$ cat src/rtl/control_sequencer_if.sv
// control_sequencer_if
//   Bundles the sequencer's datapath-facing signals.
//   master : the sequencer (reads ir/con_ff/mem_done/stop, drives run, strobes, alu_op)
//   slave  : the datapath/memory side (drives ir/con_ff/mem_done/stop, reads strobes)
//   Signals:
//     ir[31:0], con_ff, mem_done, stop      status into the sequencer
//     run                                   1 while executing, 0 when halted
//     pc_out..con_in                        datapath strobes
//     read, write                           memory requests
//     gra, grb, grc, r_in, r_out, ba_out    register-select strobes
//     alu_op[ALUW-1:0]                      0=PASS 1=ADD 2=SUB 3=AND 4=OR
interface control_sequencer_if #(
  parameter int ALUW = 4
);
  logic [31:0]     ir;
  logic            con_ff;
  logic            mem_done;
  logic            stop;
  logic            run;
  logic            pc_out, pc_in, inc_pc, mar_in, mdr_in, mdr_out;
  logic            ir_in, y_in, z_in, zlow_out, c_out, con_in;
  logic            read, write;
  logic            gra, grb, grc, r_in, r_out, ba_out;
  logic [ALUW-1:0] alu_op;

  modport master (
    input  ir, con_ff, mem_done, stop,
    output run, pc_out, pc_in, inc_pc, mar_in, mdr_in, mdr_out,
    output ir_in, y_in, z_in, zlow_out, c_out, con_in,
    output read, write, gra, grb, grc, r_in, r_out, ba_out, alu_op
  );

  modport slave (
    output ir, con_ff, mem_done, stop,
    input  run, pc_out, pc_in, inc_pc, mar_in, mdr_in, mdr_out,
    input  ir_in, y_in, z_in, zlow_out, c_out, con_in,
    input  read, write, gra, grb, grc, r_in, r_out, ba_out, alu_op
  );
endinterface

$ cat src/rtl/control_sequencer.sv
// control_sequencer
//   Hard-wired fetch/decode/execute microsequencer for the 32-bit,
//   16-register bus datapath. Walks states T0..T7 (plus HALTED) and decodes
//   one-hot control strobes from the registered state and ir[31:27].
//   Memory transfers stall in T1/T6 until mem_done; HALT or a stop request
//   at an instruction boundary parks the block in HALTED until reset.
//   Ports:
//     clk    system clock, rising edge
//     rst_n  synchronous active-low reset (forces all strobes low while 0)
//     bus    control_sequencer_if.master (status in, strobes out)
module control_sequencer #(
  parameter int OPW  = 5,
  parameter int ALUW = 4
) (
  input  logic                 clk,
  input  logic                 rst_n,
  control_sequencer_if.master  bus
);

  typedef enum logic [3:0] {T0, T1, T2, T3, T4, T5, T6, T7, HALTED} state_t;
  typedef enum logic [2:0] {C_RR, C_IMM, C_LDI, C_LD, C_ST, C_BR, C_HALT, C_NOP} cls_t;

  localparam logic [OPW-1:0] OP_LD   = OPW'(5'b00000);
  localparam logic [OPW-1:0] OP_LDI  = OPW'(5'b00001);
  localparam logic [OPW-1:0] OP_ST   = OPW'(5'b00010);
  localparam logic [OPW-1:0] OP_ADD  = OPW'(5'b00011);
  localparam logic [OPW-1:0] OP_SUB  = OPW'(5'b00100);
  localparam logic [OPW-1:0] OP_AND  = OPW'(5'b00101);
  localparam logic [OPW-1:0] OP_OR   = OPW'(5'b00110);
  localparam logic [OPW-1:0] OP_ADDI = OPW'(5'b00111);
  localparam logic [OPW-1:0] OP_ANDI = OPW'(5'b01000);
  localparam logic [OPW-1:0] OP_ORI  = OPW'(5'b01001);
  localparam logic [OPW-1:0] OP_BR   = OPW'(5'b10010);
  localparam logic [OPW-1:0] OP_HALT = OPW'(5'b11011);

  localparam logic [ALUW-1:0] ALU_ADD = ALUW'(1);
  localparam logic [ALUW-1:0] ALU_SUB = ALUW'(2);
  localparam logic [ALUW-1:0] ALU_AND = ALUW'(3);
  localparam logic [ALUW-1:0] ALU_OR  = ALUW'(4);

  state_t          state_reg, state_next, done_next;
  logic            first_reg;   // 1 in the first cycle spent in the current state
  cls_t            cls;
  logic [ALUW-1:0] alu_code;
  logic [OPW-1:0]  opcode;
  logic            ir_unused;

  assign opcode    = bus.ir[31 -: OPW];
  assign ir_unused = ^bus.ir[31-OPW:0];

  // Opcode class and the ALU function its T4 step uses; anything unknown is a nop.
  always_comb begin
    cls      = C_NOP;
    alu_code = '0;
    case (opcode)
      OP_LD:   begin cls = C_LD;   alu_code = ALU_ADD; end
      OP_LDI:  begin cls = C_LDI;  alu_code = ALU_ADD; end
      OP_ST:   begin cls = C_ST;   alu_code = ALU_ADD; end
      OP_ADD:  begin cls = C_RR;   alu_code = ALU_ADD; end
      OP_SUB:  begin cls = C_RR;   alu_code = ALU_SUB; end
      OP_AND:  begin cls = C_RR;   alu_code = ALU_AND; end
      OP_OR:   begin cls = C_RR;   alu_code = ALU_OR;  end
      OP_ADDI: begin cls = C_IMM;  alu_code = ALU_ADD; end
      OP_ANDI: begin cls = C_IMM;  alu_code = ALU_AND; end
      OP_ORI:  begin cls = C_IMM;  alu_code = ALU_OR;  end
      OP_BR:   cls = C_BR;
      OP_HALT: cls = C_HALT;
      default: cls = C_NOP;
    endcase
  end

  // Next state. done_next is the instruction boundary: stop diverts it to HALTED.
  always_comb begin
    done_next  = bus.stop ? HALTED : T0;
    state_next = T0;
    case (state_reg)
      T0: state_next = T1;
      T1: state_next = bus.mem_done ? T2 : T1;
      T2: state_next = T3;
      T3: begin
        case (cls)
          C_NOP:   state_next = done_next;
          C_HALT:  state_next = HALTED;
          default: state_next = T4;
        endcase
      end
      T4: state_next = (cls == C_BR || cls == C_NOP || cls == C_HALT) ? done_next : T5;
      T5: state_next = (cls == C_LD || cls == C_ST) ? T6 : done_next;
      T6: begin
        if (!bus.mem_done) state_next = T6;
        else               state_next = (cls == C_LD) ? T7 : done_next;
      end
      T7:      state_next = done_next;
      HALTED:  state_next = HALTED;
      default: state_next = T0;
    endcase
  end

  always_ff @(posedge clk) begin
    if (!rst_n) begin
      state_reg <= T0;
      first_reg <= 1'b1;
    end else begin
      state_reg <= state_next;
      first_reg <= (state_next != state_reg);
    end
  end

  // Strobe decode; everything is held low while reset is asserted.
  always_comb begin
    bus.run      = (state_reg != HALTED);
    bus.pc_out   = 1'b0; bus.pc_in   = 1'b0; bus.inc_pc   = 1'b0;
    bus.mar_in   = 1'b0; bus.mdr_in  = 1'b0; bus.mdr_out  = 1'b0;
    bus.ir_in    = 1'b0; bus.y_in    = 1'b0; bus.z_in     = 1'b0;
    bus.zlow_out = 1'b0; bus.c_out   = 1'b0; bus.con_in   = 1'b0;
    bus.read     = 1'b0; bus.write   = 1'b0;
    bus.gra      = 1'b0; bus.grb     = 1'b0; bus.grc      = 1'b0;
    bus.r_in     = 1'b0; bus.r_out   = 1'b0; bus.ba_out   = 1'b0;
    bus.alu_op   = '0;
    if (rst_n) begin
      case (state_reg)
        T0: begin
          bus.pc_out = 1'b1; bus.mar_in = 1'b1; bus.inc_pc = 1'b1; bus.z_in = 1'b1;
        end
        T1: begin
          // PC update happens once; the read request is held through the stall.
          bus.zlow_out = first_reg;
          bus.pc_in    = first_reg;
          bus.read     = 1'b1;
          bus.mdr_in   = 1'b1;
        end
        T2: begin
          bus.mdr_out = 1'b1; bus.ir_in = 1'b1;
        end
        T3: begin
          case (cls)
            C_RR, C_IMM:      begin bus.grb = 1'b1; bus.r_out  = 1'b1; bus.y_in = 1'b1; end
            C_LDI, C_LD, C_ST: begin bus.grb = 1'b1; bus.ba_out = 1'b1; bus.y_in = 1'b1; end
            C_BR:             begin bus.gra = 1'b1; bus.r_out  = 1'b1; bus.con_in = 1'b1; end
            default: ;
          endcase
        end
        T4: begin
          case (cls)
            C_RR: begin
              bus.grc = 1'b1; bus.r_out = 1'b1; bus.z_in = 1'b1; bus.alu_op = alu_code;
            end
            C_IMM, C_LDI, C_LD, C_ST: begin
              bus.c_out = 1'b1; bus.z_in = 1'b1; bus.alu_op = alu_code;
            end
            C_BR: begin
              bus.grb = 1'b1; bus.r_out = 1'b1; bus.pc_in = bus.con_ff;
            end
            default: ;
          endcase
        end
        T5: begin
          case (cls)
            C_RR, C_IMM, C_LDI: begin bus.zlow_out = 1'b1; bus.gra = 1'b1; bus.r_in = 1'b1; end
            C_LD, C_ST:         begin bus.zlow_out = 1'b1; bus.mar_in = 1'b1; end
            default: ;
          endcase
        end
        T6: begin
          case (cls)
            C_LD: begin bus.read = 1'b1; bus.mdr_in = 1'b1; end
            C_ST: begin
              bus.gra = 1'b1; bus.r_out = 1'b1; bus.mdr_in = 1'b1; bus.write = 1'b1;
            end
            default: ;
          endcase
        end
        T7: begin
          bus.mdr_out = 1'b1; bus.gra = 1'b1; bus.r_in = 1'b1;
        end
        default: ;
      endcase
    end
  end

endmodule

$ cat src/flat_wrapper.sv
// flat-port wrapper written by rule: the top's interface ports become plain ports
module control_sequencer_flat 
#(
  parameter int OPW  = 5,
  parameter int ALUW = 4
)
  (clk, rst_n, bus_ir, bus_con_ff, bus_mem_done, bus_stop, bus_run, bus_pc_out, bus_pc_in, bus_inc_pc, bus_mar_in, bus_mdr_in, bus_mdr_out, bus_ir_in, bus_y_in, bus_z_in, bus_zlow_out, bus_c_out, bus_con_in, bus_read, bus_write, bus_gra, bus_grb, bus_grc, bus_r_in, bus_r_out, bus_ba_out, bus_alu_op);
  control_sequencer_if #(.ALUW(ALUW)) bus_i ();
  input  logic clk;
  input  logic rst_n;
  input wire logic [$bits(bus_i.ir)-1:0] bus_ir;
  input wire logic [$bits(bus_i.con_ff)-1:0] bus_con_ff;
  input wire logic [$bits(bus_i.mem_done)-1:0] bus_mem_done;
  input wire logic [$bits(bus_i.stop)-1:0] bus_stop;
  output wire logic [$bits(bus_i.run)-1:0] bus_run;
  output wire logic [$bits(bus_i.pc_out)-1:0] bus_pc_out;
  output wire logic [$bits(bus_i.pc_in)-1:0] bus_pc_in;
  output wire logic [$bits(bus_i.inc_pc)-1:0] bus_inc_pc;
  output wire logic [$bits(bus_i.mar_in)-1:0] bus_mar_in;
  output wire logic [$bits(bus_i.mdr_in)-1:0] bus_mdr_in;
  output wire logic [$bits(bus_i.mdr_out)-1:0] bus_mdr_out;
  output wire logic [$bits(bus_i.ir_in)-1:0] bus_ir_in;
  output wire logic [$bits(bus_i.y_in)-1:0] bus_y_in;
  output wire logic [$bits(bus_i.z_in)-1:0] bus_z_in;
  output wire logic [$bits(bus_i.zlow_out)-1:0] bus_zlow_out;
  output wire logic [$bits(bus_i.c_out)-1:0] bus_c_out;
  output wire logic [$bits(bus_i.con_in)-1:0] bus_con_in;
  output wire logic [$bits(bus_i.read)-1:0] bus_read;
  output wire logic [$bits(bus_i.write)-1:0] bus_write;
  output wire logic [$bits(bus_i.gra)-1:0] bus_gra;
  output wire logic [$bits(bus_i.grb)-1:0] bus_grb;
  output wire logic [$bits(bus_i.grc)-1:0] bus_grc;
  output wire logic [$bits(bus_i.r_in)-1:0] bus_r_in;
  output wire logic [$bits(bus_i.r_out)-1:0] bus_r_out;
  output wire logic [$bits(bus_i.ba_out)-1:0] bus_ba_out;
  output wire logic [$bits(bus_i.alu_op)-1:0] bus_alu_op;
  assign bus_i.ir = bus_ir;
  assign bus_i.con_ff = bus_con_ff;
  assign bus_i.mem_done = bus_mem_done;
  assign bus_i.stop = bus_stop;
  assign bus_run = bus_i.run;
  assign bus_pc_out = bus_i.pc_out;
  assign bus_pc_in = bus_i.pc_in;
  assign bus_inc_pc = bus_i.inc_pc;
  assign bus_mar_in = bus_i.mar_in;
  assign bus_mdr_in = bus_i.mdr_in;
  assign bus_mdr_out = bus_i.mdr_out;
  assign bus_ir_in = bus_i.ir_in;
  assign bus_y_in = bus_i.y_in;
  assign bus_z_in = bus_i.z_in;
  assign bus_zlow_out = bus_i.zlow_out;
  assign bus_c_out = bus_i.c_out;
  assign bus_con_in = bus_i.con_in;
  assign bus_read = bus_i.read;
  assign bus_write = bus_i.write;
  assign bus_gra = bus_i.gra;
  assign bus_grb = bus_i.grb;
  assign bus_grc = bus_i.grc;
  assign bus_r_in = bus_i.r_in;
  assign bus_r_out = bus_i.r_out;
  assign bus_ba_out = bus_i.ba_out;
  assign bus_alu_op = bus_i.alu_op;
  control_sequencer #(.OPW(OPW), .ALUW(ALUW)) u_core (.clk(clk), .rst_n(rst_n), .bus(bus_i));
endmodule
$ cat config.mk
export PLATFORM = sky130hd
export DESIGN_NAME = control_sequencer_flat
export DESIGN_NICKNAME = d
export VERILOG_FILES = /design/src/rtl/control_sequencer_if.sv /design/src/rtl/control_sequencer.sv /design/src/flat_wrapper.sv
export SDC_FILE = /design/constraint.sdc
export NUM_CORES = 1
export LEC_CHECK = 0
export ABC_AREA = 0
export CELL_PAD_IN_SITES_DETAIL_PLACEMENT = 0
export CELL_PAD_IN_SITES_GLOBAL_PLACEMENT = 1
export CORE_MARGIN = 2
export CORE_UTILIZATION = 23
export CTS_CLUSTER_DIAMETER = 120
export DETAILED_ROUTE_END_ITERATION = 8
export PLACE_DENSITY_LB_ADDON = 0.2
export SLEW_MARGIN = 20
export SYNTH_ARGS = -nofsm -noshare
export SYNTH_HDL_FRONTEND = slang
export SYNTH_SLANG_ARGS = --single-unit
$ cat constraint.sdc
create_clock -name clk -period 3.28 [get_ports clk]
set_clock_uncertainty 0.1 [all_clocks]
set_input_delay 0.984 -clock clk [delete_from_list [all_inputs] [get_ports clk]]
set_output_delay 0.984 -clock clk [all_outputs]
set_load 0.005 [all_outputs]
## Yosys cells after proc, flatten, opt, wreduce, memory -nomap -nowiden

Cells that the tools add are included.
W data, S select, Z words.

- Flip-flop bits (word level): 5
- Input port bits: 37
- Output and inout port bits: 25
- Logic and storage cells: 112

- Eq/ne operators: 28
- Mux-type cells: 63
- Reductions and logical operators: 19

Operators by type and width:

| cell | number |
|---|---|
| $mux W1 | 40 |
| $pmux W4 S9 | 1 |
| $mux W4 | 7 |
| $pmux W3 S7 | 1 |
| $eq A5 B3 Y1 const B | 4 |
| $eq A4 B3 Y1 const B | 4 |
| $pmux W1 S2 | 8 |
| $eq A3 B3 Y1 const B | 4 |
| $pmux W3 S4 | 1 |
| $reduce_or A3 Y1 | 4 |
| $eq A5 B2 Y1 const B | 2 |
| $eq A5 B4 Y1 const B | 2 |
| $eq A5 B5 Y1 const B | 2 |
| $reduce_or A2 Y1 | 5 |
| $reduce_or A5 Y1 | 2 |
| $eq A4 B2 Y1 const B | 2 |
| $pmux W4 S2 | 1 |
| $reduce_or A4 Y1 | 2 |
| $eq A3 B2 Y1 const B | 2 |
| $eq A5 B1 Y1 const B | 1 |
| $logic_not A5 Y1 | 1 |
| $eq A4 B1 Y1 const B | 1 |
| $eq A4 B4 Y1 const B | 1 |
| $logic_not A4 Y1 | 1 |
| other kinds (9) | 11 |

## Longest topological paths before layout

Gate-level depths: netlist (run 1).

- Depth in word-level cells: 9
- Depth in mapped cells: 6
- Depth with buffers taken out: 4

## Least setup slack after synthesis (run 1)

Ideal clock, no wire load.

- Path kind: input-to-output
- Start point: in rst_n
- End point: out bus_gra
- Data arrival time: 2099 ps
- Required time: 2196 ps
- Setup slack: 97 ps
- Stages on the path: 5
- Path buffers: 1
- Path through: buf_6 or3b_4 or2_4 nor3_2 or3_1

- Cells in the longest elaborated chain, start to end: 1

RTL lines:

| what | line | source |
|---|---|---|
| start, declared | flat_wrapper.sv:10 | `input logic rst_n;` |
| $mux W1 | control_sequencer.sv:120 | `if (rst_n) begin` |
| end, declared | flat_wrapper.sv:30 | `output wire logic [$bits(bus_i.gra)-1:0] bus_gra;` |

Every way passes these cells.

## Worst setup path after layout (run 1)

- Start point: in bus_ir[29]
- End point: out bus_gra

- Cells in the longest elaborated chain, start to end: 8
- Elaborated cells on any way between the ends: 26
- Those cells by class: eq/ne (15); mux (6); reduce/logical (5)

RTL lines:

| what | line | source |
|---|---|---|
| start, declared | flat_wrapper.sv:11 | `input wire logic [$bits(bus_i.ir)-1:0] bus_ir;` |
| $eq A5 B2 Y1, or another cell as far along | control_sequencer.sv:55 | `case (opcode)` |
| $reduce_or A4 Y1 (no line) / $reduce_or A3 Y1 (equally long branches) | n/a |  |
| $pmux W3 S7 * | control_sequencer.sv:55 |  |
| $eq A3 B1 Y1, or another cell as far along | control_sequencer.sv:158 | `case (cls)` |
| $reduce_or A3 Y1 | control_sequencer.sv:158 |  |
| $mux W1 | control_sequencer.sv:158 |  |
| $pmux W1 S4 * | control_sequencer.sv:121 | `case (state_reg)` |
| $mux W1 * | control_sequencer.sv:120 |  |

Mark *: on every way between the ends. The rest lies on a longest branch, timed or not.

==> impl_metrics.csv, run 1 <==
group,metric,value,unit
timing,hold_viol_final,0,
worst_setup_path,cp-startpoint,"bus_ir[29]",
global_route,grt_usage,0.178,
timing,fin_ws,-118,ps
worst_setup_path,crit_cells,7,
logic_synthesis,syn_nets,178,
worst_setup_path,r2r-end,"u_core.state_reg[3]",
route,ant_nets,0,
finish,stdcell_count,261,
clock_tree,clockBufferDepth,2,
clock_tree,clkTransAtPathRegs,30,ps
power_and_ir_drop,max-vdd-ir-drop,106,µV
clock_tree,cts_htree_levels,1,
logic_synthesis,synth-edff-count,0,
job,drv_cap,0,
status,status,"finished with violations",
logic_synthesis,synth_warnings,0,
timing,finalMaxSlewViolations,0,
global_route,grt_max_degree,19,
floorplanning,dieHeight,67.0,µm
worst_setup_path,reg2reg_depth,5,
worst_setup_path,cp-end-kind,"output port",
logic_synthesis,synthCells,141,
route,vias_per_cell,5.13,
worst_setup_path,criticalPathCategory,"input port to output port",
floorplanning,ios,62,
worst_setup_path,critical_path_required,2200,ps
floorplanning,core_region_area,0.00374,mm²
route,drt_first_pass_iters,4,
route,drc,0,
logic_synthesis,yosys-top-cells-count,"nor2_1, nand2_1, nor3_1",
worst_setup_path,cp.arrival,2310,ps
worst_setup_path,path_cells,"buf_6, or3_4, buf_6, a31oi_4, nor3b_2, or3_1, buf_2",
logic_synthesis,yosysMostFrequentCell,"nor2_1",
timing,setup_tns,-152,ps
route,finalWirelength,3.75,mm
global_route,antenna_found_initial,0,
worst_setup_path,r2r_start,"u_core.state_reg[3]",
floorplanning,initial_core_util,0.244,
place,place_hpwl,2.69,mm
logic_synthesis,synthTopCellsByArea,"dfxtp_1, nor3_1, nor2_1",
timing,post-route-min-period,3400,ps
worst_setup_path,setup.worst_path.end,"bus_gra",
logic_synthesis,synth_top_cell_area_share,0.110,
place,dpl_cell_area,0.00154,mm²
finish,drive_above_1_share,0.521,
global_route,grt_pass1_vias,1382,
route,wl_per_cell,14.4,µm
global_route,grt_pass1_wl,6.17,mm
power_and_ir_drop,leakage,0.808,nW
logic_synthesis,synth_seq_cells,5,
place,gp_congestion,0.935,
power_and_ir_drop,p_total,359,µW
clock_tree,cts_tree,"done",
clock_tree,clk_latency,220,ps
worst_setup_path,cp_common_cell,"buf_6",
floorplanning,die_w,67.0,µm
global_route,overflow,0,
finish,nNetsFinal,251,
timing,max_clock_freq,0.294,GHz
status,failed_checks,"setup timing",
clock_tree,numCtsBuffers,3,
finish,largest_register_ffs,4,
logic_synthesis,ys_async_sr_fraction,0,
clock_tree,cts_num_sinks,5,
finish,finalInstanceArea,0.00182,mm²
floorplanning,die-area,0.00449,mm²
logic_synthesis,synth.distinct_cells,51,
worst_setup_path,critPathMaxFanout,4,
finish,fill_cells,388,
place,dp.cells,250,
logic_synthesis,syn_area,913,µm²
worst_setup_path,cpPeakStageDelay,410,ps
logic_synthesis,synth-main-ff-cell,"dfxtp_1",
worst_setup_path,cp-start-kind,"input port",
route,dr.first_iter.drc_count,41,
worst_hold_path,min_path_type,"flip-flop to flip-flop",
worst_setup_path,critical_path_buf_inv_count,3,
logic_synthesis,ys_seq_area_frac,0.110,
worst_setup_path,r2r_setup_slack,1530,ps
worst_setup_path,slowest_stage,"or3_4",
floorplanning,rows,22,
finish,syn_to_final_growth,99.5,%
route,vias,1339,
power_and_ir_drop,power.density,197,mW/mm²
logic_synthesis,synth_largest_area_cell,"dfxtp_1",
logic_synthesis,syn_avg_cell_area,6.48,µm²
timing,setup-violations-final,3,
clock_tree,cts_root_buf,"clkbuf_8",
place,port_buffers,33,
timing,rsz0062_at_grt,"true",
worst_setup_path,critPathTopFamily,"simple AND/OR/NAND/NOR gates",
finish,insertedDiodeCount,0,
timing,post-route-period-util,1.04,
-- report_power, final --
group	total [mW]	switching, mW	internal, mW	leakage (nW)
sequential	0.0668	0.00236	0.0644	0.0410
clock	0.113	0.0297	0.0834	0.0228
combinational	0.179	0.0895	0.0894	0.744
total	0.359	0.122	0.237	0.808
-- placed cells by master, fill, tap and decap left out, types with 2 or more instances in the layout --
master	netlist	routed
nand4_1	2	2
nand2_1	11	10
or3_1	3	2
inv_2	1	3
nor2_2	0	2
nor2_1	14	10
clkbuf_8	2	3
nor3_2	1	6
nand3_1	8	8
a21oi_2	0	2
a21oi_1	7	5
dfxtp_1	5	5
nor2b_2	0	2
nor2b_1	8	6
a31oi_1	3	2
nor3_1	11	3
buf_4	3	34
nor4_2	0	2
buf_2	3	12
buf_6	1	16
a32oi_1	2	2
nor4_1	5	2
dlygate4sd2_1	0	11
buf_12	0	2
or2_4	1	2
xor2_1	2	2
o21a_1	2	2
nor3_4	0	3
nor2_4	0	2
o21ai_0	5	5
clkdlybuf4s50_1	0	4
clkbuf_2	0	2
inv_1	6	4
-- kinds of logic (layout without fill, tap and decap cells) --
| family | count (synthesis) | after routing | synth area share |
|---|---|---|---|
| xor+xnor | 3 | 3 | 0.0288 |
| mux | 1 | 1 | 0.0110 |
| simple gates | 75 | 75 | 0.442 |
| buf+inv | 21 | 93 | 0.133 |
| other cells | 1 | 1 | 0.00411 |
| compound gates | 35 | 35 | 0.271 |
| flops | 5 | 5 | 0.110 |
-- area by class of cell --
class	instances	area (µm²)	share of cell area
Clock buffer	4	45.0	0.0247
Inverter	7	26.3	0.0144
Multi-Input combinational cell	115	897	0.492
Sequential cell	5	100	0.0549
Tap cell	48	60.1	0.0330
Timing Repair Buffer	82	693	0.380
-- metrics by stage --
stage           util  hold WS [ps]  setup WS [ps]
6_report       0.487           647           -118
4_1_cts        0.476           650          -95.9
3_3_place_gp   0.410           612           -804
2_1_floorplan      -           541           97.1
3_5_place_dp   0.410           628           -760
5_1_grt        0.487           710           -168
-- how the worst min path moves through the flow --
| stage | from | to | slack [ps] | cells past startpoint |
|---|---|---|---|---|
| floorplan | u_core.state_reg[3] | u_core.state_reg[3] | 540 | 3 |
| global placement | u_core.state_reg[0] | u_core.first_reg | 610 | 4 |
| detailed placement | u_core.state_reg[0] | u_core.first_reg | 630 | 4 |
| CTS | u_core.state_reg[2] | u_core.state_reg[3] | 650 | 3 |
| global route | u_core.state_reg[2] | u_core.state_reg[3] | 710 | 3 |
| finish | u_core.state_reg[2] | u_core.state_reg[3] | 650 | 3 |
-- metal layers --
layer / GRT usage / vias up / share of wire
met5: 0 / - / 0
met4: 0.0638 / 0 / 0.021
met3: 0.0253 / 7 / 0.045
met2: 0.288 / 40 / 0.48
met1: 0.238 / 630 / 0.45
li1: - / 662 / -
-- worst register-to-register path: cells and delay by family (launching register included) --
family                 cells  cell delay, ps
buffers and inverters      1             130
AO/OA/AOI/OAI              2             360
flip-flops                 1             360
AND/OR/NAND/NOR            2             730
-- repair_timing --
action,CTS,global route
gates resized for setup,121,18
hold buffers,0,0
buffers inserted,9,0
cloned,0,0
pin swaps,20,7
endpoints found under the setup margin,23,17
(Power assumes the default switching activity.)
==> run 2, diff against run 1 <==
Settings changed: SLEW_MARGIN 20 to 10.
==> results of run 2 <==
No change in the layout: final DEF, timing and power equal those of run 1.
==> run 3, diff against run 2 <==
Settings changed: CAP_MARGIN from default to 25, CTS_CLUSTER_SIZE from default to 30.
==> results of run 3 <==
No change in the layout: final DEF, timing and power equal those of run 1.
